[src/rtl/fs_serial_if.sv]
// Handshake and operand/result bundle for the fs_serial multi-cycle subtractor.
interface fs_serial_if #(
   parameter int WIDTH = 8
);
   logic             start;
   logic [WIDTH-1:0] a;
   logic [WIDTH-1:0] b;
   logic             bin;
   logic             sgn;
   logic [WIDTH-1:0] diff;
   logic             brw;
   logic             ovf;
   logic             busy;
   logic             done;

   modport master (
      output start, a, b, bin, sgn,
      input  diff, brw, ovf, busy, done
   );

   modport slave (
      input  start, a, b, bin, sgn,
      output diff, brw, ovf, busy, done
   );
endinterface

[src/rtl/fs_serial.sv]
// Serial subtractor: a - b - bin over WIDTH bits, STEP bits per clock through a
// registered borrow chain, with start/busy/done handshake.
module fs_serial #(
   parameter int WIDTH = 8,
   parameter int STEP  = 1
) (
   input logic     clk,
   input logic     rst_n,
   fs_serial_if.slave bus
);
   localparam int N  = WIDTH / STEP;
   localparam int CW = (N > 1) ? $clog2(N) : 1;
   localparam logic [CW-1:0] LAST = CW'(N - 1);

   typedef enum logic [1:0] {
      IDLE = 2'd0,
      RUN  = 2'd1,
      DONE = 2'd2
   } state_t;

   state_t           state_r;
   logic [WIDTH-1:0] a_r;
   logic [WIDTH-1:0] b_r;
   logic [WIDTH-1:0] sh_r;
   logic [CW-1:0]    cnt_r;
   logic             chain_r;
   logic             sgn_r;
   logic             a_msb_r;
   logic             b_msb_r;
   logic [WIDTH-1:0] diff_r;
   logic             brw_r;
   logic             ovf_r;
   logic             busy_r;
   logic             done_r;

   logic [STEP:0]    slice_s;
   logic [WIDTH-1:0] sh_next_s;

   // Operands shift right each RUN edge, so the current slice is always the low STEP bits.
   assign slice_s = {1'b0, a_r[STEP-1:0]} - {1'b0, b_r[STEP-1:0]} - {{STEP{1'b0}}, chain_r};

   if (STEP == WIDTH) begin : g_one_slice
      assign sh_next_s = slice_s[STEP-1:0];
   end else begin : g_multi_slice
      assign sh_next_s = {slice_s[STEP-1:0], sh_r[WIDTH-1:STEP]};
   end

   // Control FSM, datapath registers and registered outputs.
   always_ff @(posedge clk or negedge rst_n) begin
      if (!rst_n) begin
         state_r <= IDLE;
         a_r     <= '0;
         b_r     <= '0;
         sh_r    <= '0;
         cnt_r   <= '0;
         chain_r <= 1'b0;
         sgn_r   <= 1'b0;
         a_msb_r <= 1'b0;
         b_msb_r <= 1'b0;
         diff_r  <= '0;
         brw_r   <= 1'b0;
         ovf_r   <= 1'b0;
         busy_r  <= 1'b0;
         done_r  <= 1'b0;
      end else begin
         case (state_r)
            IDLE, DONE: begin
               done_r <= 1'b0;
               if (bus.start) begin
                  a_r     <= bus.a;
                  b_r     <= bus.b;
                  chain_r <= bus.bin;
                  sgn_r   <= bus.sgn;
                  a_msb_r <= bus.a[WIDTH-1];
                  b_msb_r <= bus.b[WIDTH-1];
                  sh_r    <= '0;
                  cnt_r   <= '0;
                  busy_r  <= 1'b1;
                  state_r <= RUN;
               end else begin
                  busy_r  <= 1'b0;
                  state_r <= IDLE;
               end
            end
            RUN: begin
               a_r     <= a_r >> STEP;
               b_r     <= b_r >> STEP;
               chain_r <= slice_s[STEP];
               sh_r    <= sh_next_s;
               if (cnt_r == LAST) begin
                  diff_r  <= sh_next_s;
                  brw_r   <= slice_s[STEP];
                  // Signed overflow: operand signs differ and the result sign departs from a.
                  ovf_r   <= sgn_r ? ((a_msb_r ^ b_msb_r) & (sh_next_s[WIDTH-1] ^ a_msb_r))
                                   : slice_s[STEP];
                  done_r  <= 1'b1;
                  busy_r  <= 1'b0;
                  state_r <= DONE;
               end else begin
                  cnt_r   <= cnt_r + CW'(1);
               end
            end
            default: begin
               busy_r  <= 1'b0;
               done_r  <= 1'b0;
               state_r <= IDLE;
            end
         endcase
      end
   end

   assign bus.diff = diff_r;
   assign bus.brw  = brw_r;
   assign bus.ovf  = ovf_r;
   assign bus.busy = busy_r;
   assign bus.done = done_r;
endmodule

[src/flat_wrapper.sv]
// flat-port wrapper written by rule: the top's interface ports become plain ports
module fs_serial_flat 
#(
   parameter int WIDTH = 8,
   parameter int STEP  = 1
)
  (clk, rst_n, bus_start, bus_a, bus_b, bus_bin, bus_sgn, bus_diff, bus_brw, bus_ovf, bus_busy, bus_done);
  fs_serial_if #(.WIDTH(WIDTH)) bus_i ();
  input logic clk;
  input logic rst_n;
  input wire logic [$bits(bus_i.start)-1:0] bus_start;
  input wire logic [$bits(bus_i.a)-1:0] bus_a;
  input wire logic [$bits(bus_i.b)-1:0] bus_b;
  input wire logic [$bits(bus_i.bin)-1:0] bus_bin;
  input wire logic [$bits(bus_i.sgn)-1:0] bus_sgn;
  output wire logic [$bits(bus_i.diff)-1:0] bus_diff;
  output wire logic [$bits(bus_i.brw)-1:0] bus_brw;
  output wire logic [$bits(bus_i.ovf)-1:0] bus_ovf;
  output wire logic [$bits(bus_i.busy)-1:0] bus_busy;
  output wire logic [$bits(bus_i.done)-1:0] bus_done;
  assign bus_i.start = bus_start;
  assign bus_i.a = bus_a;
  assign bus_i.b = bus_b;
  assign bus_i.bin = bus_bin;
  assign bus_i.sgn = bus_sgn;
  assign bus_diff = bus_i.diff;
  assign bus_brw = bus_i.brw;
  assign bus_ovf = bus_i.ovf;
  assign bus_busy = bus_i.busy;
  assign bus_done = bus_i.done;
  fs_serial #(.WIDTH(WIDTH), .STEP(STEP)) u_core (.clk(clk), .rst_n(rst_n), .bus(bus_i));
endmodule
[config.mk]
export PLATFORM = sky130hd
export DESIGN_NAME = fs_serial_flat
export DESIGN_NICKNAME = d
export VERILOG_FILES = /design/src/rtl/fs_serial_if.sv /design/src/rtl/fs_serial.sv /design/src/flat_wrapper.sv
export SDC_FILE = /design/constraint.sdc
export NUM_CORES = 1
export LEC_CHECK = 0
export ABC_AREA = 0
export BUFFER_PORTS_ARGS = -buffer_cell sky130_fd_sc_hd__buf_2
export CORE_AREA = 5 5 62 64
export DETAILED_ROUTE_END_ITERATION = 16
export DIE_AREA = 0 0 67 69
export PLACE_DENSITY_LB_ADDON = 0.25
export SLEW_MARGIN = 5
export SYNTH_ARGS = -nofsm -noshare
export SYNTH_HDL_FRONTEND = slang
export SYNTH_SLANG_ARGS = --single-unit
[constraint.sdc]
create_clock -name clk -period 4.78 [get_ports clk]
set_input_delay 0.956 -clock clk [delete_from_list [all_inputs] [get_ports clk]]
set_output_delay 0.956 -clock clk [all_outputs]
set_load 0.005 [all_outputs]
* Word-level counts from Yosys, hierarchy flattened
Cells that the tools add are included.
Cells by class: muxes and demuxes 20, equal/unequal tests 6, bitwise logic cells 3, reductions and logical operators 7, $add $sub $neg 3
Operators by type and width (count):
- $pmux W8 S2 | 3
- $mux W8 | 3
- $mux W1 | 7
- $mux W3 | 2
- $pmux W3 S2 | 1
- $reduce_and A2 Y1 | 3
- $ne A2 B2 Y1 const B | 2
- $pmux W1 S2 | 2
- $pmux W2 S2 | 1
- $add A3 B1 Y3 const B | 1
- $eq A3 B3 Y1 const B | 1
- $reduce_and A3 Y1 | 1
- $eq A2 B1 Y1 const B | 1
- $eq A2 B2 Y1 const B | 1
- $logic_not A2 Y1 | 1
- $mux W2 | 1
- $ne A2 B1 Y1 const B | 1
- $reduce_bool A2 Y1 | 1
- $reduce_or A2 Y1 | 1
- $sub A1 B1 Y2 | 1
- $sub A2 B1 Y2 | 1
- $xor A1 B1 Y1 | 2
- $and A1 B1 Y1 | 1
Storage, ports and cells: input port bits 21, logic and storage cells 53, flip-flop bits (word level) 45, output and inout bits 12

* Longest topological paths before layout
Gate-level depths: netlist of run 1.
word-level depth 5, mapped depth 6

* Least setup slack after synthesis of run 1
OpenSTA, ideal clock, no wires.
path type input-to-reg, start input port bus_start, end register u_core.cnt_r[0], required time 4655 ps, stages 4, path slack 3014 ps, data arrival time 1641 ps, cell sequence nor2b_1 buf_2 nor2_1 mux2_2
On the way: cells in the longest elaborated chain, start to end 2
Ends and longest elaborated chain:
- start, declared | RTL line flat_wrapper.sv:11 | input wire logic [$bits(bus_i.start)-1:0] bus_start;
- $ne A2 B2 Y1 (no source line)
- $reduce_and A3 Y1 (no source line)
- end signal, assigned | RTL line fs_serial.sv:100 | cnt_r <= cnt_r + CW'(1);
- end, declared | RTL line fs_serial.sv:25 | logic [CW-1:0] cnt_r;
Every way passes these cells. A chain may end at the register's enable or synchronous reset.

* Worst setup path in the final report of run 1
start input port bus_start, end register u_core.chain_r
On the way: cells in the longest elaborated chain, start to end 2
Ends and longest elaborated chain:
- $ne A2 B2 Y1 (no source line)
- $reduce_and A2 Y1 (no source line)
- end signal, assigned | RTL line fs_serial.sv:72 | chain_r <= bus.bin;
- end signal, assigned | RTL line fs_serial.sv:88 | chain_r <= slice_s[STEP];
- end, declared | RTL line fs_serial.sv:26 | logic chain_r;
Every way passes these cells.

==> impl_metrics.yaml, run 1 <==
placed_design:
  dp_hpwl_um: 2220
  place_congestion: 0.802
  place_area_sq_mm: 0.00195
  port_buffers: 32
die:
  pin_count: 33
  design.die.area_sq_mm: 0.00462
  die_w_um: 67
  core_area_sq_mm: 0.00323
  rows: 21
  start_util_pct: 54.6
  chipHeight_um: 69
yosys:
  syn_area_sq_mm: 0.00177
  synth_top_flop_cell: "dfrtp_1"
  synth.area.top_cells: "dfrtp_1, a22o_1, o22ai_1, mux2_4, nor3_1"
  synth_edf_count: 0
  synthesis.nets: 177
  synth.distinct_cells: 22
  yosysTopAreaCellShare_pct: 60.9
  syn_inst: 153
  yosys_warnings: 0
  ys_ff_latch: 43
  avgSynthCellArea_sq_um: 11.5
  synthArstFlopShare_pct: 100
  ys_seq_area_share_pct: 60.9
  synth_top_area_cell: "dfrtp_1"
power_and_ir_drop:
  p_leak_uw: 0.00102
  power_density_mw_per_mm2: 676
  vdd_drop_max_v: 0.000409
  p_total_uw: 1380
critical_path:
  endpoint_kind: "flip-flop"
  slowest_stage: "nor2_1"
  required_ns: 5.07
  critPathMaxStageDelay_ns: 0.58
  worstSetupStartpointType: "primary input"
  path_cells: "buf_2 > nor2b_1 > buf_4 > nor2_1 > a221o_1"
  worstPathBufferInverterCount: 2
  critPathKind: "in -> reg"
  crit_fanout: 21
  worstPathArrival_ns: 2.22
  cp_top_family: "simple AND/OR/NAND/NOR gates"
finish:
  postLayoutCoreUtil_pct: 63.1
  final_nets: 209
  layout_common_cells: "dfrtp_1, buf_2, nand2_1"
  drive_above_1_share_pct: 28.0
  antenna_cells: 0
  final_common_cell: "dfrtp_1"
  postLayoutCellArea_sq_mm: 0.00204
  syn_to_final_growth_pct: 15.4
sta:
  finalHoldViolations: 0
  finalSetupViolations: 0
  slew_violations: 0
  min_period_over_period_pct: 40.3
  min_period_ns: 1.93
  grt_setup_unrepaired: "no"
  clock_skew_ns: 0.00694
  tightest_slew_ns: 0.922
  relSlewSlack_pct: 38.5
  hold_ws_ns: 0.489
  fmax_mhz: 519
  tns_ns: 0
global_route:
  grt.total_usage_pct: 15.8
  grt_pass1_wl_um: 5610
  grt-ovfl-total: 0
  grt_max_degree: 44
  grt_pass1_vias: 1208
  antenna_found_initial: 0
route:
  drt_wl_total_um: 3280
  ant_nets: 0
  vias: 1251
  drcViolationCount: 0
  drt-initial-drc-count: 67
  post_drt_wl_per_cell_um: 14.1
  firstDrtPassIters: 4
  vias_per_cell: 5.39
cts:
  clk_path_buf_depth: 2
  root_buffer: "clkbuf_4"
  post_cts.repair.setup_buffers: 0
  clock_sinks: 43
  cts_tree: "yes"
  holdBufCountCts: 0
  cts_buffers: 5
  post_cts_resized: 0
  insertion_delay_ns: 0.34
  clk_pin_slew_ns: 0.12
  ctsHtreeMaxLevel: 2
flow_run:
  cap_violations: 0
min_path:
  hp-class: "reg -> reg"
outcome:
  status: "finished clean"
==> path summary, 6_finish.rpt <==
kind / cells past startpoint / to / startpoint / slack (ns)
setup / recovery: 5 / u_core.chain_r / bus_start / 2.85
min in group asynchronous: 1 / u_core.bus.diff[7] / rst_n / 0.73
hold / removal: 2 / u_core.bus.busy / u_core.bus.busy / 0.49
max in group asynchronous: 1 / u_core.cnt_r[2] / rst_n / 3.47
setup reg to reg: 4 / u_core.bus.diff[2] / u_core.cnt_r[0] / 2.98
hold reg to reg: 2 / u_core.bus.busy / u_core.bus.busy / 0.49
==> per-stage QoR <==
step                instances  worst slack (ns)
floorplan                 153              3.01
global placement          224              2.59
detailed placement        224              2.53
CTS                       232              2.86
global route              232              2.81
finish                    232              2.85
==> worst reg2reg max path: stages (launching register included) <==
cell and delay [ns]:
dfrtp_1 0.40, ha_1 0.20, ha_1 0.21, nand3b_1 0.49, mux2_2 0.40
==> synth_stat cells (2+ instances only) <==
| cell type | count |
|---|---|
| mux2_2 | 4 |
| nand2_1 | 17 |
| buf_2 | 7 |
| nand2b_1 | 3 |
| a21oi_1 | 2 |
| inv_1 | 5 |
| nor3_1 | 13 |
| ha_1 | 2 |
| nor2_1 | 16 |
| nor2b_1 | 2 |
| a22o_1 | 10 |
| o21ai_0 | 3 |
| mux2_4 | 5 |
| o22ai_1 | 14 |
| dfrtp_1 | 43 |
==> power by group <==
part / switching (uW) / internal (uW)
Combinational: 265 / 250
Clock: 113 / 124
Sequential: 97.2 / 529
==> registers in the layout (all words and copies together), names as in the netlist, 2 cells and up <==
register         flops
u_core.a_r           8
u_core.b_r           8
u_core.bus.diff      8
u_core.cnt_r         3
u_core.sh_r          7
u_core.state_r       2
==> routing by layer <==
| layer | vias up | global-route usage, % | share of wire (%) | wire, um |
|---|---|---|---|---|
| met5 | - | 0 | 0 | 0 |
| met1 | 614 | 21.8 | 44 | 1450 |
| met2 | 33 | 23.5 | 50 | 1630 |
| met4 | 0 | 4.05 | 0.58 | 19 |
| met3 | 2 | 5.68 | 5.5 | 180 |
| li1 | 602 | - | - | - |
==> layout make-up <==
| cell class | instances | area (sq um) |
|---|---|---|
| repair buffers | 34 | 175 |
| fillers | 279 | 1190 |
| clock buffers | 6 | 51.3 |
| inverters | 5 | 18.8 |
| clock inverters | 2 | 35.0 |
| multi-input cells | 96 | 624 |
| flip-flops and latches | 43 | 1080 |
| well taps | 46 | 57.6 |
==> kinds of logic after synthesis <==
| family | synth area share (%) |
|---|---|
| compound gates | 12.4 |
| fa+ha+maj | 2.55 |
| buf+inv | 3.69 |
| flops | 60.9 |
| mux | 6.80 |
| simple gates | 13.6 |
Power figures use the tool's default switching activity.
==> inputs of run 2 (changes only) <==
--- a/config.mk
+++ b/config.mk
@@ -5,11 +5,11 @@
 export SDC_FILE = /design/constraint.sdc
 export NUM_CORES = 1
 export LEC_CHECK = 0
-export ABC_AREA = 0
+export ABC_AREA = 1
 export BUFFER_PORTS_ARGS = -buffer_cell sky130_fd_sc_hd__buf_2
-export CORE_AREA = 5 5 62 64
+export CORE_AREA = 5 5 66 68
 export DETAILED_ROUTE_END_ITERATION = 16
-export DIE_AREA = 0 0 67 69
+export DIE_AREA = 0 0 71 73
 export PLACE_DENSITY_LB_ADDON = 0.25
 export SLEW_MARGIN = 5
 export SYNTH_ARGS = -nofsm -noshare
==> constraint.sdc (replaced) <==
create_clock -name clk -period 1.85 [get_ports clk]
set_input_delay 0.37 -clock clk [delete_from_list [all_inputs] [get_ports clk]]
set_output_delay 0.37 -clock clk [all_outputs]
set_load 0.005 [all_outputs]
==> impl_metrics.yaml, run 2 <==
finish:
  drive_above_1_share_pct: 18.3
  layout_common_cells: "nand2_1, inv_1, dfrtp_1"
  antenna_cells: 0
  final_common_cell: "nand2_1"
  syn_to_final_growth_pct: 15.8
  final_nets: 296
yosys:
  avgSynthCellArea_sq_um: 8.27
  yosys_warnings: 0
  synthTopCellsByCount: "nand2_1, inv_1, dfrtp_1"
  synthArstFlopShare_pct: 100
  synth.area.top_cells: "dfrtp_1, nand2_1, inv_1, nand3_1, o21ai_0"
  synth_edf_count: 0
  syn_inst: 239
  ys_seq_area_share_pct: 54.5
  ys_ff_latch: 43
  synth_top_area_cell: "dfrtp_1"
  yosysMostFrequentCell: "nand2_1"
  yosysTopAreaCellShare_pct: 54.5
  synthesis.nets: 263
  syn_area_sq_mm: 0.00198
  synth.distinct_cells: 18
  synth_top_flop_cell: "dfrtp_1"
cts:
  root_buffer: "clkbuf_8"
  insertion_delay_ns: 0.30
  clk_pin_slew_ns: 0.09
  clk_path_buf_depth: 2
  ctsHtreeMaxLevel: 2
  post_cts.repair.setup_buffers: 0
  post_cts_resized: 0
  holdBufCountCts: 0
  cts_buffers: 5
  cts_tree: "yes"
  clock_sinks: 43
power_and_ir_drop:
  p_comb_share_pct: 38.8
  vdd_drop_max_v: 0.000894
  p_int_uw: 2480
  p_sw_share_pct: 37.8
  p_switching_uw: 1510
  p_leak_uw: 0.00134
  power_density_mw_per_mm2: 1740
  p_clk_share_pct: 21.8
  seq_power_share_pct: 39.4
die:
  start_util_pct: 52.0
  core_area_sq_mm: 0.00380
  rows: 23
  chipHeight_um: 73
  design.die.area_sq_mm: 0.00518
  pin_count: 33
  die_w_um: 71
placed_design:
  place_congestion: 0.716
  port_buffers: 32
  dp_hpwl_um: 2500
  dp_slack_ns: 0.452
critical_path:
  path_cells: "inv_1 > fa_1 > nor2_1 > nand2_1 > nand3_1 > nand2_1 > nand2_1"
  critPathKind: "reg -> reg"
  cp_common_cell: "nand2_1"
  required_ns: 2.04
  worstPathBufferInverterCount: 1
  cp_num_cells: 7
  crit_fanout: 3
  worstPathArrival_ns: 1.61
  crit_start: "u_core.chain_r"
  worstSetupStartpointType: "flip-flop"
  endpoint_kind: "flip-flop"
  critPathMaxStageDelay_ns: 0.59
  slowest_stage: "fa_1"
  crit-reg2reg-launch: "u_core.chain_r"
  cp_top_family: "adder cells"
  r2r_cells: 7
global_route:
  grt-ovfl-total: 0
  antenna_found_initial: 0
  grt_max_degree: 25
  grt.total_usage_pct: 15.2
  grt_pass1_vias: 1477
  grt_pass1_wl_um: 6270
sta:
  clock_skew_ns: 0.0103
  min_period_over_period_pct: 76.7
  tns_ns: 0
  slew_violations: 0
  min_period_ns: 1.42
  relSlewSlack_pct: 67.7
  tightest_slew_ns: 0.485
  finalSetupViolations: 0
  grt_setup_unrepaired: "no"
  fmax_mhz: 705
  worst_slack_ns: 0.432
  finalHoldViolations: 0
route:
  vias: 1469
  drt_wl_total_um: 3500
  ant_nets: 0
  vias_per_cell: 4.55
  drt-initial-drc-count: 66
  post_drt_wl_per_cell_um: 10.8
  firstDrtPassIters: 4
  drcViolationCount: 0
min_path:
  hp-class: "in -> async"
flow_run:
  cap_violations: 0
outcome:
  status: "finished clean"
run 2: changes by cell type in the layout (fill, tap and decap cells not counted), moves of 5 or more:
cell      change
nand2_1      +76
nor3_1       -13
inv_1        +40
o21ai_0       +8
clkbuf_4      -5
nand3_1      +18
a22o_1       -10
nor2_1       -13
mux2_4        -5
o22ai_1       -7
run 2: kinds of logic after synthesis:
group / after synthesis / synth area share (%)
fa+ha+maj: 3 / 2.28
buf+inv: 56 / 13.1
simple gates: 119 / 25.1
compound gates: 18 / 5.00
flops: 43 / 54.5
run 2: worst register-to-register path: cells and delay by family, from the launching register on:
kind / cells / cell delay, ns
AND/OR/NAND/NOR: 5 / 0.30
flip-flops: 1 / 0.36
buffers and inverters: 1 / 0.06
adder cells (fa/ha/maj): 1 / 0.59
run 2: worst paths after layout:
path,end,slack (ns)
setup / recovery,u_core.bus.ovf,0.43
hold / removal,u_core.chain_r,0.02
setup reg to reg,u_core.bus.ovf,0.43
hold reg to reg,u_core.bus.busy,0.47
max in group asynchronous,u_core.a_r[1],1.35
min in group clk,u_core.sgn_r,0.28
run 2: final cells by class:
type	instances	area [sq um]
fill	361	1510
sequential	43	1080
multi-input combinational	140	641
timing repair buffer	34	188
inverter	48	185
clock buffer	5	68.8
clock inverter	3	67.6
tap	50	62.6
run 2: layer usage:
metal	vias to the layer above	global-route usage (%)	wire [um]
met5	-	0	0
met3	5	4.96	185
met2	30	24.7	1540
li1	781	-	-
met4	0	6.05	56
met1	653	19.0	1710
run 2: power groups by stage:
stage / Clock [uW] / Combinational, uW / Sequential, uW
detailed placement: 0 / 1570 / 1590
floorplan: 0 / 1290 / 1570
global placement: 0 / 1530 / 1580
CTS: 886 / 1580 / 1570
global route: 932 / 1820 / 1620
finish: 870 / 1550 / 1570
run 2: through the flow:
stage          hold WS [ns]  util [%]  instance area [sq um]  std cells  power, uW
3_5_place_dp          0.360      56.7                   2150        315       3160
5_1_grt              0.0437      60.2                   2290        323       4370
3_3_place_gp          0.370      56.7                   2150        315       3110
4_1_cts              0.0329      60.2                   2290        323       4040
2_1_floorplan        0.0744         -                   1980        239       2860
6_report             0.0194      60.2                   2290        323       3990
==> inputs of run 3 (changes only) <==
--- a/config.mk
+++ b/config.mk
@@ -5,11 +5,11 @@
 export SDC_FILE = /design/constraint.sdc
 export NUM_CORES = 1
 export LEC_CHECK = 0
-export ABC_AREA = 1
+export ABC_AREA = 0
 export BUFFER_PORTS_ARGS = -buffer_cell sky130_fd_sc_hd__buf_2
-export CORE_AREA = 5 5 66 68
+export CORE_AREA = 5 5 67 69
 export DETAILED_ROUTE_END_ITERATION = 16
-export DIE_AREA = 0 0 71 73
+export DIE_AREA = 0 0 72 74
 export PLACE_DENSITY_LB_ADDON = 0.25
 export SLEW_MARGIN = 5
 export SYNTH_ARGS = -nofsm -noshare
==> constraint.sdc (replaced) <==
create_clock -name clk -period 1.2 [get_ports clk]
set_input_delay 0.24 -clock clk [delete_from_list [all_inputs] [get_ports clk]]
set_output_delay 0.24 -clock clk [all_outputs]
set_load 0.005 [all_outputs]
==> impl_metrics.yaml, run 3 (synthesis gave the netlist of run 1 again) <==
outcome:
  status: "finished with violations"
  violations: "setup timing"
power_and_ir_drop:
  power_density_mw_per_mm2: 2690
  p_leak_uw: 0.00117
  seq_power_share_pct: 40.8
  p_int_uw: 4110
  p_switching_uw: 2190
  p_clk_share_pct: 13.7
  p_comb_share_pct: 45.5
  p_sw_share_pct: 34.8
  vdd_drop_max_v: 0.00129
finish:
  layout.cells.non_filler: 257
  layout_common_cells: "dfrtp_1, buf_2, buf_4"
  antenna_cells: 0
  postLayoutCoreUtil_pct: 60.8
  syn_to_final_growth_pct: 32.8
  final_nets: 230
  fillers: 341
  drive_above_1_share_pct: 41.1
  final_common_cell: "dfrtp_1"
global_route:
  antenna_found_initial: 0
  grt_max_degree: 44
  grt_pass1_wl_um: 6440
  grt.total_usage_pct: 15.9
  grt_pass1_vias: 1357
  grt-ovfl-total: 0
critical_path:
  worstSetupStartpointType: "flip-flop"
  r2r-end: "u_core.bus.diff[1]"
  cp_num_cells: 5
  cp_top_family: "flip-flops"
  critPathKind: "reg -> reg"
  cp_common_cell: "ha_4"
  worstPathArrival_ns: 1.62
  crit_fanout: 13
  slowest_stage: "dfrtp_1"
  required_ns: 1.37
  r2r_cells: 5
  crit-reg2reg-launch: "u_core.cnt_r[0]"
  crit_start: "u_core.cnt_r[0]"
  path_cells: "ha_4 > ha_4 > nand3b_1 > buf_12 > mux2_4"
  worstPathBufferInverterCount: 1
  crit_end: "u_core.bus.diff[1]"
  critPathMaxStageDelay_ns: 0.41
  endpoint_kind: "flip-flop"
  rrSetupSlack_ns: -0.26
sta:
  clock_skew_ns: 0.00813
  finalSetupViolations: 27
  finalHoldViolations: 0
  tightest_slew_ns: 0.227
  slew_violations: 0
  min_period_ns: 1.46
  worst_slack_ns: -0.259
  relSlewSlack_pct: 84.9
  fmax_mhz: 685
  grt_setup_unrepaired: "yes"
  min_period_over_period_pct: 122
flow_run:
  cap_violations: 0
route:
  post_drt_wl_per_cell_um: 14.9
  firstDrtPassIters: 4
  vias_per_cell: 5.19
  vias: 1334
  drcViolationCount: 0
  ant_nets: 0
  drt-initial-drc-count: 96
  drt_wl_total_um: 3830
cts:
  cts_buffers: 5
  clk_path_buf_depth: 2
  clock_sinks: 43
  cts_tree: "yes"
  root_buffer: "clkbuf_8"
  clk_pin_slew_ns: 0.08
  insertion_delay_ns: 0.28
  ctsHtreeMaxLevel: 2
die:
  die_w_um: 72
  core_area_sq_mm: 0.00386
  chipHeight_um: 74
  design.die.area_sq_mm: 0.00533
  start_util_pct: 45.8
  rows: 23
  pin_count: 33
placed_design:
  port_buffers: 32
  dp_cells: 245
  dp_hpwl_um: 2610
  place_congestion: 0.780
min_path:
  hp-class: "in -> reg"
## run 3: changes by cell type in the layout (fill, tap and decap cells not counted), moves of 3 or more
cell,previous run,this run
nand2_1,93,14
inv_1,45,3
nand3_1,18,0
buf_4,1,15
nor3_1,0,13
nor2_1,3,14
a22o_1,0,10
o21ai_0,11,1
mux2_4,0,8
o22ai_1,7,13
buf_6,0,5
nand2_2,0,3
nand2_4,3,0
## run 3: worst min path at each step
stage,cells past startpoint,slack (ns),endpoint,from
CTS,3,0.13,u_core.sgn_r,bus_sgn
floorplan,0,-0.06,u_core.a_msb_r,rst_n
detailed placement,2,0.24,u_core.bus.diff[6],rst_n
global placement,2,0.23,u_core.bus.diff[7],rst_n
global route,3,0.15,u_core.sgn_r,bus_sgn
finish,3,0.14,u_core.sgn_r,bus_sgn
## run 3: metrics by stage
stage / area [sq um] / hold WS (ns) / total power (uW) / setup TNS [ns] / setup slack [ns]
final: 2340 / 0.142 / 6310 / -3.07 / -0.259
after global routing: 2340 / 0.148 / 6810 / -4.63 / -0.299
after CTS: 2290 / 0.135 / 6140 / -3.07 / -0.303
after detailed placement: 2140 / 0.238 / 5070 / -3.49 / -0.293
after global placement: 2140 / 0.228 / 4900 / -2.96 / -0.244
after floorplan: 1790 / -0.0556 / 4100 / -2.11 / -0.253
## run 3: layout make-up
cell class | count | area, sq um | area share [%]
Multi-Input combinational cell | 96 | 711 | 30.3
Sequential cell | 43 | 1080 | 45.9
Clock buffer | 7 | 76.3 | 3.26
Inverter | 5 | 18.8 | 0.800
Timing Repair Buffer | 55 | 394 | 16.8
Clock inverter | 1 | 5.00 | 0.213
Tap cell | 50 | 62.6 | 2.67
## run 3: power groups by stage
stage / Clock, uW / Sequential, uW / Combinational (uW)
after floorplan: 0 / 2460 / 1630
after global placement: 0 / 2510 / 2390
after detailed placement: 0 / 2550 / 2520
after CTS: 896 / 2550 / 2690
after global routing: 970 / 2660 / 3180
final: 861 / 2580 / 2870
## run 3: repair_timing
action | in CTS | in global routing
setup buffers | 2 | 1
pin swaps | 4 | 1
hold endpoints to repair | 43 | 0
cloned | 0 | 1
setup endpoints to repair | 28 | 41
hold buffers | 1 | 0
gates resized for setup | 16 | 13
## run 3: layer usage
layer	share of wire, %	up-vias	GRT usage (%)
met4	0.78	0	7.52
met5	0	-	0
met2	51	33	26.5
met1	43	654	19.9
met3	4.2	2	3.51
li1	-	645	-
## run 3: worst reg2reg max path: stages (launching register included)
cell	delay [ns]
dfrtp_1	0.41
ha_4	0.18
ha_4	0.16
nand3b_1	0.12
buf_12	0.16
mux2_4	0.30
